[src/rtl/spi_master_ctrl_if.sv]
// Command/response handshake and SPI pins of spi_master_ctrl.
// frame_cnt exists only when SPI_MASTER_FRAME_CNT_EN is defined.
interface spi_master_ctrl_if;
  logic       cmd_valid;
  logic       cmd_ready;
  logic [1:0] cmd_op;
  logic [7:0] cmd_data;
  logic       rsp_valid;
  logic [7:0] rsp_data;
  logic       busy;
  logic       SS_n;
  logic       MOSI;
  logic       MISO;
`ifdef SPI_MASTER_FRAME_CNT_EN
  logic [15:0] frame_cnt;
`endif

  modport master (
    input  cmd_valid, cmd_op, cmd_data, MISO,
    output cmd_ready, rsp_valid, rsp_data, busy, SS_n, MOSI
`ifdef SPI_MASTER_FRAME_CNT_EN
    , output frame_cnt
`endif
  );

  modport slave (
    output cmd_valid, cmd_op, cmd_data, MISO,
    input  cmd_ready, rsp_valid, rsp_data, busy, SS_n, MOSI
`ifdef SPI_MASTER_FRAME_CNT_EN
    , input frame_cnt
`endif
  );
endinterface

[src/rtl/spi_master_ctrl.sv]
// SPI master: turns one {op,data} command into one SPI frame, returns the read byte for rd-data.
// Optional completed-frame counter enabled by SPI_MASTER_FRAME_CNT_EN.
module spi_master_ctrl #(
  parameter int unsigned TURNAROUND = 2,
  parameter int unsigned IDLE_GAP   = 1
) (
  input logic              clk,
  input logic              rst_n,
  spi_master_ctrl_if.master bus
);
  localparam int unsigned DATA_W  = 8;
  localparam int unsigned OP_W    = 2;
  localparam int unsigned FRAME_W = OP_W + DATA_W;
  localparam int unsigned CNT_W   = 4;

  localparam logic [CNT_W-1:0] SHIFT_LAST = CNT_W'(FRAME_W - 1);
  localparam logic [CNT_W-1:0] WAIT_LAST  = CNT_W'(TURNAROUND - 1);
  localparam logic [CNT_W-1:0] READ_LAST  = CNT_W'(DATA_W - 1);
  localparam logic [CNT_W-1:0] GAP_LAST   = CNT_W'(IDLE_GAP - 1);
  localparam logic [OP_W-1:0]  OP_RD_DATA = 2'b11;

  typedef enum logic [2:0] {
    ST_IDLE, ST_START, ST_SHIFT, ST_WAIT, ST_READ, ST_GAP
  } state_e;

  state_e             state_q, state_d;
  logic [FRAME_W-1:0] shift_q, shift_d;
  logic [CNT_W-1:0]   cnt_q, cnt_d;
  logic [DATA_W-1:0]  rx_q, rx_d;
  logic [DATA_W-1:0]  rsp_data_q, rsp_data_d;
  logic               rsp_valid_q, rsp_valid_d;
  logic               ss_n_q, ss_n_d;
  logic               mosi_q, mosi_d;
  logic               busy_q, busy_d;
  logic               rd_q, rd_d;
`ifdef SPI_MASTER_FRAME_CNT_EN
  logic [15:0]        frame_cnt_q, frame_cnt_d;
`endif

  // Next-state and output decode; MOSI defaults low outside START/SHIFT.
  always_comb begin
    state_d     = state_q;
    shift_d     = shift_q;
    cnt_d       = cnt_q;
    rx_d        = rx_q;
    rsp_data_d  = rsp_data_q;
    rsp_valid_d = 1'b0;
    ss_n_d      = ss_n_q;
    mosi_d      = 1'b0;
    rd_d        = rd_q;

    unique case (state_q)
      ST_IDLE: begin
        if (bus.cmd_valid) begin
          state_d = ST_START;
          shift_d = {bus.cmd_op, bus.cmd_data};
          rd_d    = (bus.cmd_op == OP_RD_DATA);
          ss_n_d  = 1'b0;
          mosi_d  = bus.cmd_op[1];
          cnt_d   = '0;
        end
      end
      ST_START: begin
        state_d = ST_SHIFT;
        mosi_d  = shift_q[FRAME_W-1];
        shift_d = {shift_q[FRAME_W-2:0], 1'b0};
        cnt_d   = '0;
      end
      ST_SHIFT: begin
        if (cnt_q == SHIFT_LAST) begin
          cnt_d = '0;
          if (rd_q) begin
            state_d = ST_WAIT;
          end else begin
            state_d = ST_GAP;
            ss_n_d  = 1'b1;
          end
        end else begin
          mosi_d  = shift_q[FRAME_W-1];
          shift_d = {shift_q[FRAME_W-2:0], 1'b0};
          cnt_d   = cnt_q + 4'd1;
        end
      end
      ST_WAIT: begin
        if (cnt_q == WAIT_LAST) begin
          state_d = ST_READ;
          cnt_d   = '0;
        end else begin
          cnt_d = cnt_q + 4'd1;
        end
      end
      ST_READ: begin
        rx_d = {rx_q[DATA_W-2:0], bus.MISO};
        if (cnt_q == READ_LAST) begin
          state_d     = ST_GAP;
          ss_n_d      = 1'b1;
          rsp_data_d  = {rx_q[DATA_W-2:0], bus.MISO};
          rsp_valid_d = 1'b1;
          cnt_d       = '0;
        end else begin
          cnt_d = cnt_q + 4'd1;
        end
      end
      ST_GAP: begin
        if (cnt_q == GAP_LAST) begin
          state_d = ST_IDLE;
          cnt_d   = '0;
        end else begin
          cnt_d = cnt_q + 4'd1;
        end
      end
      default: begin
        state_d = ST_IDLE;
        ss_n_d  = 1'b1;
      end
    endcase

    busy_d = (state_d != ST_IDLE);
`ifdef SPI_MASTER_FRAME_CNT_EN
    // SS_n only rises at a normal frame end; reset-aborted frames bypass this path.
    frame_cnt_d = frame_cnt_q;
    if (ss_n_d && !ss_n_q) frame_cnt_d = frame_cnt_q + 16'd1;
`endif
  end

  always_ff @(posedge clk) begin
    if (!rst_n) begin
      state_q     <= ST_IDLE;
      shift_q     <= '0;
      cnt_q       <= '0;
      rx_q        <= '0;
      rsp_data_q  <= '0;
      rsp_valid_q <= 1'b0;
      ss_n_q      <= 1'b1;
      mosi_q      <= 1'b0;
      busy_q      <= 1'b0;
      rd_q        <= 1'b0;
`ifdef SPI_MASTER_FRAME_CNT_EN
      frame_cnt_q <= '0;
`endif
    end else begin
      state_q     <= state_d;
      shift_q     <= shift_d;
      cnt_q       <= cnt_d;
      rx_q        <= rx_d;
      rsp_data_q  <= rsp_data_d;
      rsp_valid_q <= rsp_valid_d;
      ss_n_q      <= ss_n_d;
      mosi_q      <= mosi_d;
      busy_q      <= busy_d;
      rd_q        <= rd_d;
`ifdef SPI_MASTER_FRAME_CNT_EN
      frame_cnt_q <= frame_cnt_d;
`endif
    end
  end

  // Ready drops combinationally with rst_n so nothing is accepted during reset.
  assign bus.cmd_ready = (state_q == ST_IDLE) && rst_n;
  assign bus.rsp_valid = rsp_valid_q;
  assign bus.rsp_data  = rsp_data_q;
  assign bus.busy      = busy_q;
  assign bus.SS_n      = ss_n_q;
  assign bus.MOSI      = mosi_q;
`ifdef SPI_MASTER_FRAME_CNT_EN
  assign bus.frame_cnt = frame_cnt_q;
`endif

endmodule

[src/flat_wrapper.sv]
// flat-port wrapper written by rule: the top's interface ports become plain ports
module spi_master_ctrl_flat 
#(
  parameter int unsigned TURNAROUND = 2,
  parameter int unsigned IDLE_GAP   = 1
)
  (clk, rst_n, bus_cmd_valid, bus_cmd_op, bus_cmd_data, bus_MISO, bus_cmd_ready, bus_rsp_valid, bus_rsp_data, bus_busy, bus_SS_n, bus_MOSI);
  spi_master_ctrl_if bus_i ();
  input logic clk;
  input logic rst_n;
  input wire logic [$bits(bus_i.cmd_valid)-1:0] bus_cmd_valid;
  input wire logic [$bits(bus_i.cmd_op)-1:0] bus_cmd_op;
  input wire logic [$bits(bus_i.cmd_data)-1:0] bus_cmd_data;
  input wire logic [$bits(bus_i.MISO)-1:0] bus_MISO;
  output wire logic [$bits(bus_i.cmd_ready)-1:0] bus_cmd_ready;
  output wire logic [$bits(bus_i.rsp_valid)-1:0] bus_rsp_valid;
  output wire logic [$bits(bus_i.rsp_data)-1:0] bus_rsp_data;
  output wire logic [$bits(bus_i.busy)-1:0] bus_busy;
  output wire logic [$bits(bus_i.SS_n)-1:0] bus_SS_n;
  output wire logic [$bits(bus_i.MOSI)-1:0] bus_MOSI;
  assign bus_i.cmd_valid = bus_cmd_valid;
  assign bus_i.cmd_op = bus_cmd_op;
  assign bus_i.cmd_data = bus_cmd_data;
  assign bus_i.MISO = bus_MISO;
  assign bus_cmd_ready = bus_i.cmd_ready;
  assign bus_rsp_valid = bus_i.rsp_valid;
  assign bus_rsp_data = bus_i.rsp_data;
  assign bus_busy = bus_i.busy;
  assign bus_SS_n = bus_i.SS_n;
  assign bus_MOSI = bus_i.MOSI;
  spi_master_ctrl #(.TURNAROUND(TURNAROUND), .IDLE_GAP(IDLE_GAP)) u_core (.clk(clk), .rst_n(rst_n), .bus(bus_i));
endmodule
[config.mk]
export PLATFORM = sky130hd
export DESIGN_NAME = spi_master_ctrl_flat
export DESIGN_NICKNAME = d
export VERILOG_FILES = /design/src/rtl/spi_master_ctrl_if.sv /design/src/rtl/spi_master_ctrl.sv /design/src/flat_wrapper.sv
export SDC_FILE = /design/constraint.sdc
export NUM_CORES = 1
export LEC_CHECK = 0
export BUFFER_PORTS_ARGS = -buffer_cell sky130_fd_sc_hd__buf_2
export CAP_MARGIN = 20
export CORE_MARGIN = 4
export CORE_UTILIZATION = 30
export DETAILED_ROUTE_END_ITERATION = 12
export REMOVE_ABC_BUFFERS = 1
export SETUP_SLACK_MARGIN = 0.1
export SYNTH_ARGS = -nofsm -noshare
export SYNTH_HDL_FRONTEND = slang
export SYNTH_SLANG_ARGS = --single-unit
[constraint.sdc]
create_clock -name clk -period 1.9 [get_ports clk]
set_input_delay 0.38 -clock clk [delete_from_list [all_inputs] [get_ports clk]]
set_output_delay 0.38 -clock clk [all_outputs]
set_load 0.01 [all_outputs]
==> reports/results.tsv, run 1 <==
metric	value	unit
wirelength	4062	um
finalCritPeriodShare	91.84	%
dr.pass1.iters	4	
synth_cell_types	51	
power_switching	0.4380	mW
final_util	36.77	%
rr_endpoint	u_core.bus.busy	
layout.nets	237	
grt_antenna_before_repair	0	
intPower	1.223	mW
synth_seq_area_share	40.30	%
p_clk_share	31.6	%
finalClockSkew	0.004330	ns
grt_first_pass_wirelength	7058	um
drt-initial-drc-count	110	
cts.sinks	37	
status	finished clean	
ioPinCount	27	
maxCapViolations	0	
crit_end	u_core.bus.busy	
place_area	2071	sq um
clkSlewWorstSetupHoldPaths	0.07	ns
ys.flop_type	dfxtp_1	
rr_worst_depth	6	
worstSetupEndpointType	flip-flop	
crit_type	flip-flop to flip-flop	
power.density	762.8	nW/um^2
cts_setup_buffers	0	
grt_pass1_vias	1476	
worstPathArrival	1.90	ns
synth_edf_count	0	
crit_path_top_delay_cell	or3b_1	
n_antenna_cell	0	
min_path_cells	3	
period_needed	1.745	ns
r2r_slack	0.16	ns
die_height	86.28	um
setup_violations	0	
dieArea	7443	sq um
globalRoute.totalOverflow	0	
cts_buffers	5	
finalHoldViolations	0	
gp_congestion	0.8169	
syn_area	1838	sq um
final_cell_area	2177	sq um
drv_slew	0	
hpwl	2910	um
worst_pin_slew	0.4970	ns
start_util	31.04	%
p_comb_share	17.8	%
max_stage_delay	0.35	ns
rsz0062_at_grt	true	
holdWs	0.3454	ns
ir_worst_vdd	319.0	uV
crit_chain	inv_2 -> ha_4 -> or3b_1 -> a31o_1 -> nor4b_4 -> o221ai_2	
final_common_cell	dfxtp_1	
setup_tns	0	ns
required	2.06	ns
startpoint_type	flip-flop	
hold_class	input port to flip-flop	
synth_top_area_share	40.30	%
avgSynthCellArea	9.674	sq um
grt_start_max_net_pins	20	
drive_gt1_share	31.67	%
p_sw_share	26.38	%
wl_per_cell	13.72	um
htreeDepth	2	
yosys_register_bits	37	
coreArea	5921	sq um
yosysWarnings	0	
drc	0	
layout_common_cells	34 x dfxtp_1, 26 x buf_2, 20 x nor2_1, 15 x mux2i_1, 13 x buf_4	
drtAntennaViolNets	0	
setup.worst_path.start	u_core.cnt_q[1]	
hold_buffers	0	
max_slew_margin	66.83	%
grt_usage	11.78	%
via_count	1509	
cts_tree	yes	
clockBufferDepth	2	
synth_top_cell_by_area	dfxtp_1	
worstPathMaxFanout	4	
num_rows	28	
clock_latency	0.28	ns
syn_inst	190	
port_buffers	26	
pwr-share-seq	50.7	%
yosys-top-cells-area	dfxtp_1 40%, mux2i_1 8.2%, mux2_2 5.5%, o311a_1 4.9%, nor2_1 4.1%	
synth-async-reset-ratio	0	%
leakagePower	0.9507	nW
fmax	0.5731	GHz
r2r_start	u_core.cnt_q[1]	
syn_to_final_growth	18.45	%
cts_root_buf	clkbuf_8	
routed_via_density	5.098	
die_x	86.28	um
[through the flow]
stage	total power, mW	std cells	setup WS (ns)
2_1_floorplan	1.052	174	-0.4471
3_3_place_gp	1.142	288	0.1679
3_5_place_dp	1.147	288	0.1026
4_1_cts	1.676	296	0.1129
5_1_grt	1.760	296	0.09411
6_report	1.661	296	0.1550
[logic make-up after synthesis]
| family | share of synthesized area (%) |
|---|---|
| simple gates | 17.22 |
| mux | 13.68 |
| fa+ha+maj | 2.042 |
| xor+xnor | 0.9532 |
| compound gates | 19.74 |
| flops | 40.30 |
| buf+inv | 6.058 |
[routing by layer]
layer  track usage (%)  share of wire (%)  routed length, um  up-vias
met5                 0                  0                  0        -
met4             4.958                1.6                 64        0
met3             2.376                1.3                 53        6
met2             18.64                 49               1976       18
met1             15.63                 48               1968      734
li1                  -                  -                  -      751
[registers in the layout, indices dropped and copies added (netlist names), 3 cells and up]
name	flops
u_core.cnt_q	4
u_core.shift_q	10
u_core.bus.rsp_data	8
u_core.rx_q	7
u_core.state_q	3
[layout make-up]
cell class | count | area [sq um]
fill | 600 | 3744
multi-input combinational | 131 | 1006
sequential | 37 | 744.5
timing repair buffer | 39 | 227.7
tap | 75 | 93.84
clock buffer | 6 | 72.57
inverter | 6 | 22.52
clock inverter | 2 | 10.01
[how the worst min path moves through the flow]
stage                      start                endpoint  slack [ns]
6_report                bus_MISO  u_core.bus.rsp_data[0]        0.35
5_1_grt                 bus_MISO  u_core.bus.rsp_data[0]        0.35
4_1_cts                 bus_MISO  u_core.bus.rsp_data[0]        0.34
3_5_place_dp         u_core.rd_q             u_core.rd_q        0.47
3_3_place_gp   u_core.shift_q[0]       u_core.shift_q[0]        0.47
2_1_floorplan        u_core.rd_q             u_core.rd_q        0.44
[power groups by stage]
stage          clock network [mW]  logic (mW)  registers, mW
4_1_cts                     0.545       0.292          0.839
2_1_floorplan                   0       0.187          0.865
6_report                    0.524       0.295          0.841
3_3_place_gp                    0       0.286          0.856
3_5_place_dp                    0       0.290          0.857
5_1_grt                     0.587       0.326          0.847
[what timing repair did]
action / in CTS / in global routing
gates resized for setup: 1 / 7
pin swaps: 1 / 1
endpoints found under the setup margin: 2 / 10
[worst max-delay path: cells and delay by family (launching register included)]
| kind | cells | cell delay (ns) |
|---|---|---|
| buf+inv | 1 | 0.07 |
| compound gates | 2 | 0.40 |
| fa+ha+maj | 1 | 0.13 |
| flops | 1 | 0.34 |
| simple gates | 2 | 0.67 |
[cell usage after synthesis, types with 2 or more instances]
cell      number
a211oi_1       3
a21oi_1        7
a31oi_1        3
buf_2          8
buf_6          2
clkbuf_1       4
dfxtp_1       37
ha_1           3
inv_1          6
mux2_2         9
mux2i_1       15
nand2_1        7
nand2b_1       2
nand3_1        2
nand3b_1       2
nor2_1        20
nor2b_1        2
nor3_1         4
nor3b_1        2
o21ai_0        4
o21bai_1       9
o311a_1        9
or3_1          2
(Power assumes the default switching activity.)
==> run 2: changes to the inputs <==
==> constraint.sdc (replaced) <==
create_clock -name clk -period 1.9 [get_ports clk]
set_input_delay 0.19 -clock clk [delete_from_list [all_inputs] [get_ports clk]]
set_output_delay 0.19 -clock clk [all_outputs]
set_load 0.01 [all_outputs]
==> run 2 against run 1 <==
Against the previous run:
- sequential cell count stayed put
- die area stayed put
- clock power hardly changed
- sequential share of layout area is 0.16 points higher
- register-to-register slack better by 0.05 ns
- critical path type unchanged
==> reports/results.tsv, run 2 (synthesis results as in run 1) <==
metric	value	unit	change
dr.pass1.iters	4		unchanged
drtAntennaViolNets	0		unchanged
post_cts_resized	0		was 1
hpwl	2851	um	was 2910 um
power	1.651	mW	was 1.661 mW
ir_worst_vdd	348.2	uV	was 319.0 uV
drc	0		unchanged
die_x	86.28	um	unchanged
fmax	0.5905	GHz	was 0.5731 GHz
clock_latency	0.29	ns	was 0.28 ns
grt_first_pass_wirelength	6465	um	was 7058 um
clkSlewWorstSetupHoldPaths	0.07	ns	about the same
finalCritPeriodShare	89.13	%	was 91.84%
max_slew_margin	67.36	%	was 66.83%
n_antenna_cell	0		unchanged
finalHoldViolations	0		unchanged
die_height	86.28	um	unchanged
worstPathMaxFanout	4		unchanged
via_count	1469		was 1509
hold_buffers	0		unchanged
grt_start_max_net_pins	21		was 20
r2r_slack	0.21	ns	was 0.16 ns
cts_root_buf	clkbuf_8		unchanged
rsz0062_at_grt	true		unchanged
layout_common_cells	37 x dfxtp_1, 26 x buf_2, 20 x nor2_1, 15 x mux2i_1, 13 x buf_4		was 34 x dfxtp_1, 26 x buf_2, 20 x nor2_1, 15 x mux2i_1, 13 x buf_4
fin_ws	0.2065	ns	was 0.1550 ns
crit_chain	inv_1 -> ha_2 -> or3b_1 -> a31o_1 -> nor4b_4 -> o221ai_2		was inv_2 -> ha_4 -> or3b_1 -> a31o_1 -> nor4b_4 -> o221ai_2
final_common_cell	dfxtp_1		unchanged
setup_violations	0		unchanged
critPathBufInv	1		unchanged
max_stage_delay	0.35	ns	about the same
worst_pin_slew	0.4890	ns	was 0.4970 ns
crit_path_top_delay_cell	or3b_1		unchanged
crit_type	flip-flop to flip-flop		unchanged
status	finished clean		unchanged
maxCapViolations	0		unchanged
rr_endpoint	u_core.bus.busy		unchanged
setup.worst_path.start	u_core.cnt_q[1]		unchanged
grt_usage	10.93	%	was 11.78%
rr_worst_depth	6		unchanged
coreArea	5921	sq um	unchanged
power.density	765.7	nW/um^2	was 762.8 nW/um^2
hold_class	input port to flip-flop		unchanged
drt-initial-drc-count	119		was 110
num_rows	28		unchanged
dpl_worst_slack	0.1659	ns	was 0.1026 ns
cts_buffers	5		unchanged
cp.depth	6		unchanged
cts_setup_buffers	0		unchanged
drive_gt1_share	28.96	%	was 31.67%
cts.sinks	37		unchanged
min_path_cells	3		unchanged
syn_to_final_growth	17.29	%	was 18.45%
startpoint_type	flip-flop		unchanged
final_util	36.41	%	was 36.77%
port_buffers	26		unchanged
largest_reg_flops	10		unchanged
start_util	31.04	%	unchanged
gp_congestion	0.7990		was 0.8169
layout.nets	237		unchanged
largest_register	u_core.shift_q		unchanged
worstPathArrival	1.85	ns	was 1.90 ns
dieArea	7443	sq um	unchanged
leakagePower	0.9483	nW	was 0.9507 nW
worstSetupEndpointType	flip-flop		unchanged
htreeDepth	2		unchanged
grt_pass1_vias	1383		was 1476
crit_family	simple AND/OR/NAND/NOR gates		unchanged
globalRoute.totalOverflow	0		unchanged
finalClockSkew	0.007079	ns	was 0.004330 ns
wirelength	3984	um	was 4062 um
clockBufferDepth	2		unchanged
routed_via_density	4.963		was 5.098
wl_per_cell	13.46	um	was 13.72 um
cts_tree	yes		unchanged
r2r_start	u_core.cnt_q[1]		unchanged
crit_end	u_core.bus.busy		unchanged
required	2.06	ns	about the same
ioPinCount	27		unchanged
period_needed	1.693	ns	was 1.745 ns
holdWs	0.1528	ns	was 0.3454 ns
grt_antenna_before_repair	0		unchanged
drv_slew	0		unchanged
## run 2: layer usage
metal / track usage [%] / wire, um
met1: 14.72 / 1947
met2: 16.75 / 1824
met3: 1.996 / 126
met4: 5.524 / 86
met5: 0 / 0
## run 2: stage by stage
stage          instances  cell area, sq um  setup TNS, ns
6_report             296              2156              0
3_5_place_dp         288              2071              0
3_3_place_gp         288              2071              0
5_1_grt              296              2156              0
4_1_cts              296              2153              0
2_1_floorplan        174              1749         -4.014
## run 2: final cells by class
| class | instances | area [sq um] |
|---|---|---|
| clock buffers | 6 | 72.57 |
| clock inverters | 2 | 10.01 |
| fillers | 602 | 3765 |
| inverters | 6 | 22.52 |
| multi-input cells | 131 | 988.4 |
| flip-flops and latches | 37 | 740.7 |
| well taps | 75 | 93.84 |
| repair buffers | 39 | 227.7 |
## run 2: worst min-delay path by stage
stage / from / to / slack, ns
2_1_floorplan: rst_n / u_core.bus.SS_n / 0.28
3_3_place_gp: bus_MISO / u_core.rx_q[0] / 0.45
3_5_place_dp: bus_MISO / u_core.bus.rsp_data[0] / 0.45
4_1_cts: bus_MISO / u_core.bus.rsp_data[0] / 0.15
5_1_grt: bus_MISO / u_core.rx_q[0] / 0.17
6_report: bus_MISO / u_core.bus.rsp_data[0] / 0.15
## run 2: worst reg2reg max path: cells and delay by family (launching register included)
family	cells	cell delay [ns]
simple gates	2	0.59
fa+ha+maj	1	0.20
flops	1	0.31
compound gates	2	0.38
buf+inv	1	0.08
## run 2: where the power goes
group / switching, mW / leakage [nW] / internal [mW] / total [mW]
registers: 0.0198 / 0.302 / 0.819 / 0.839
logic: 0.143 / 0.602 / 0.146 / 0.289
clock network: 0.269 / 0.0450 / 0.254 / 0.523
total: 0.432 / 0.948 / 1.22 / 1.65
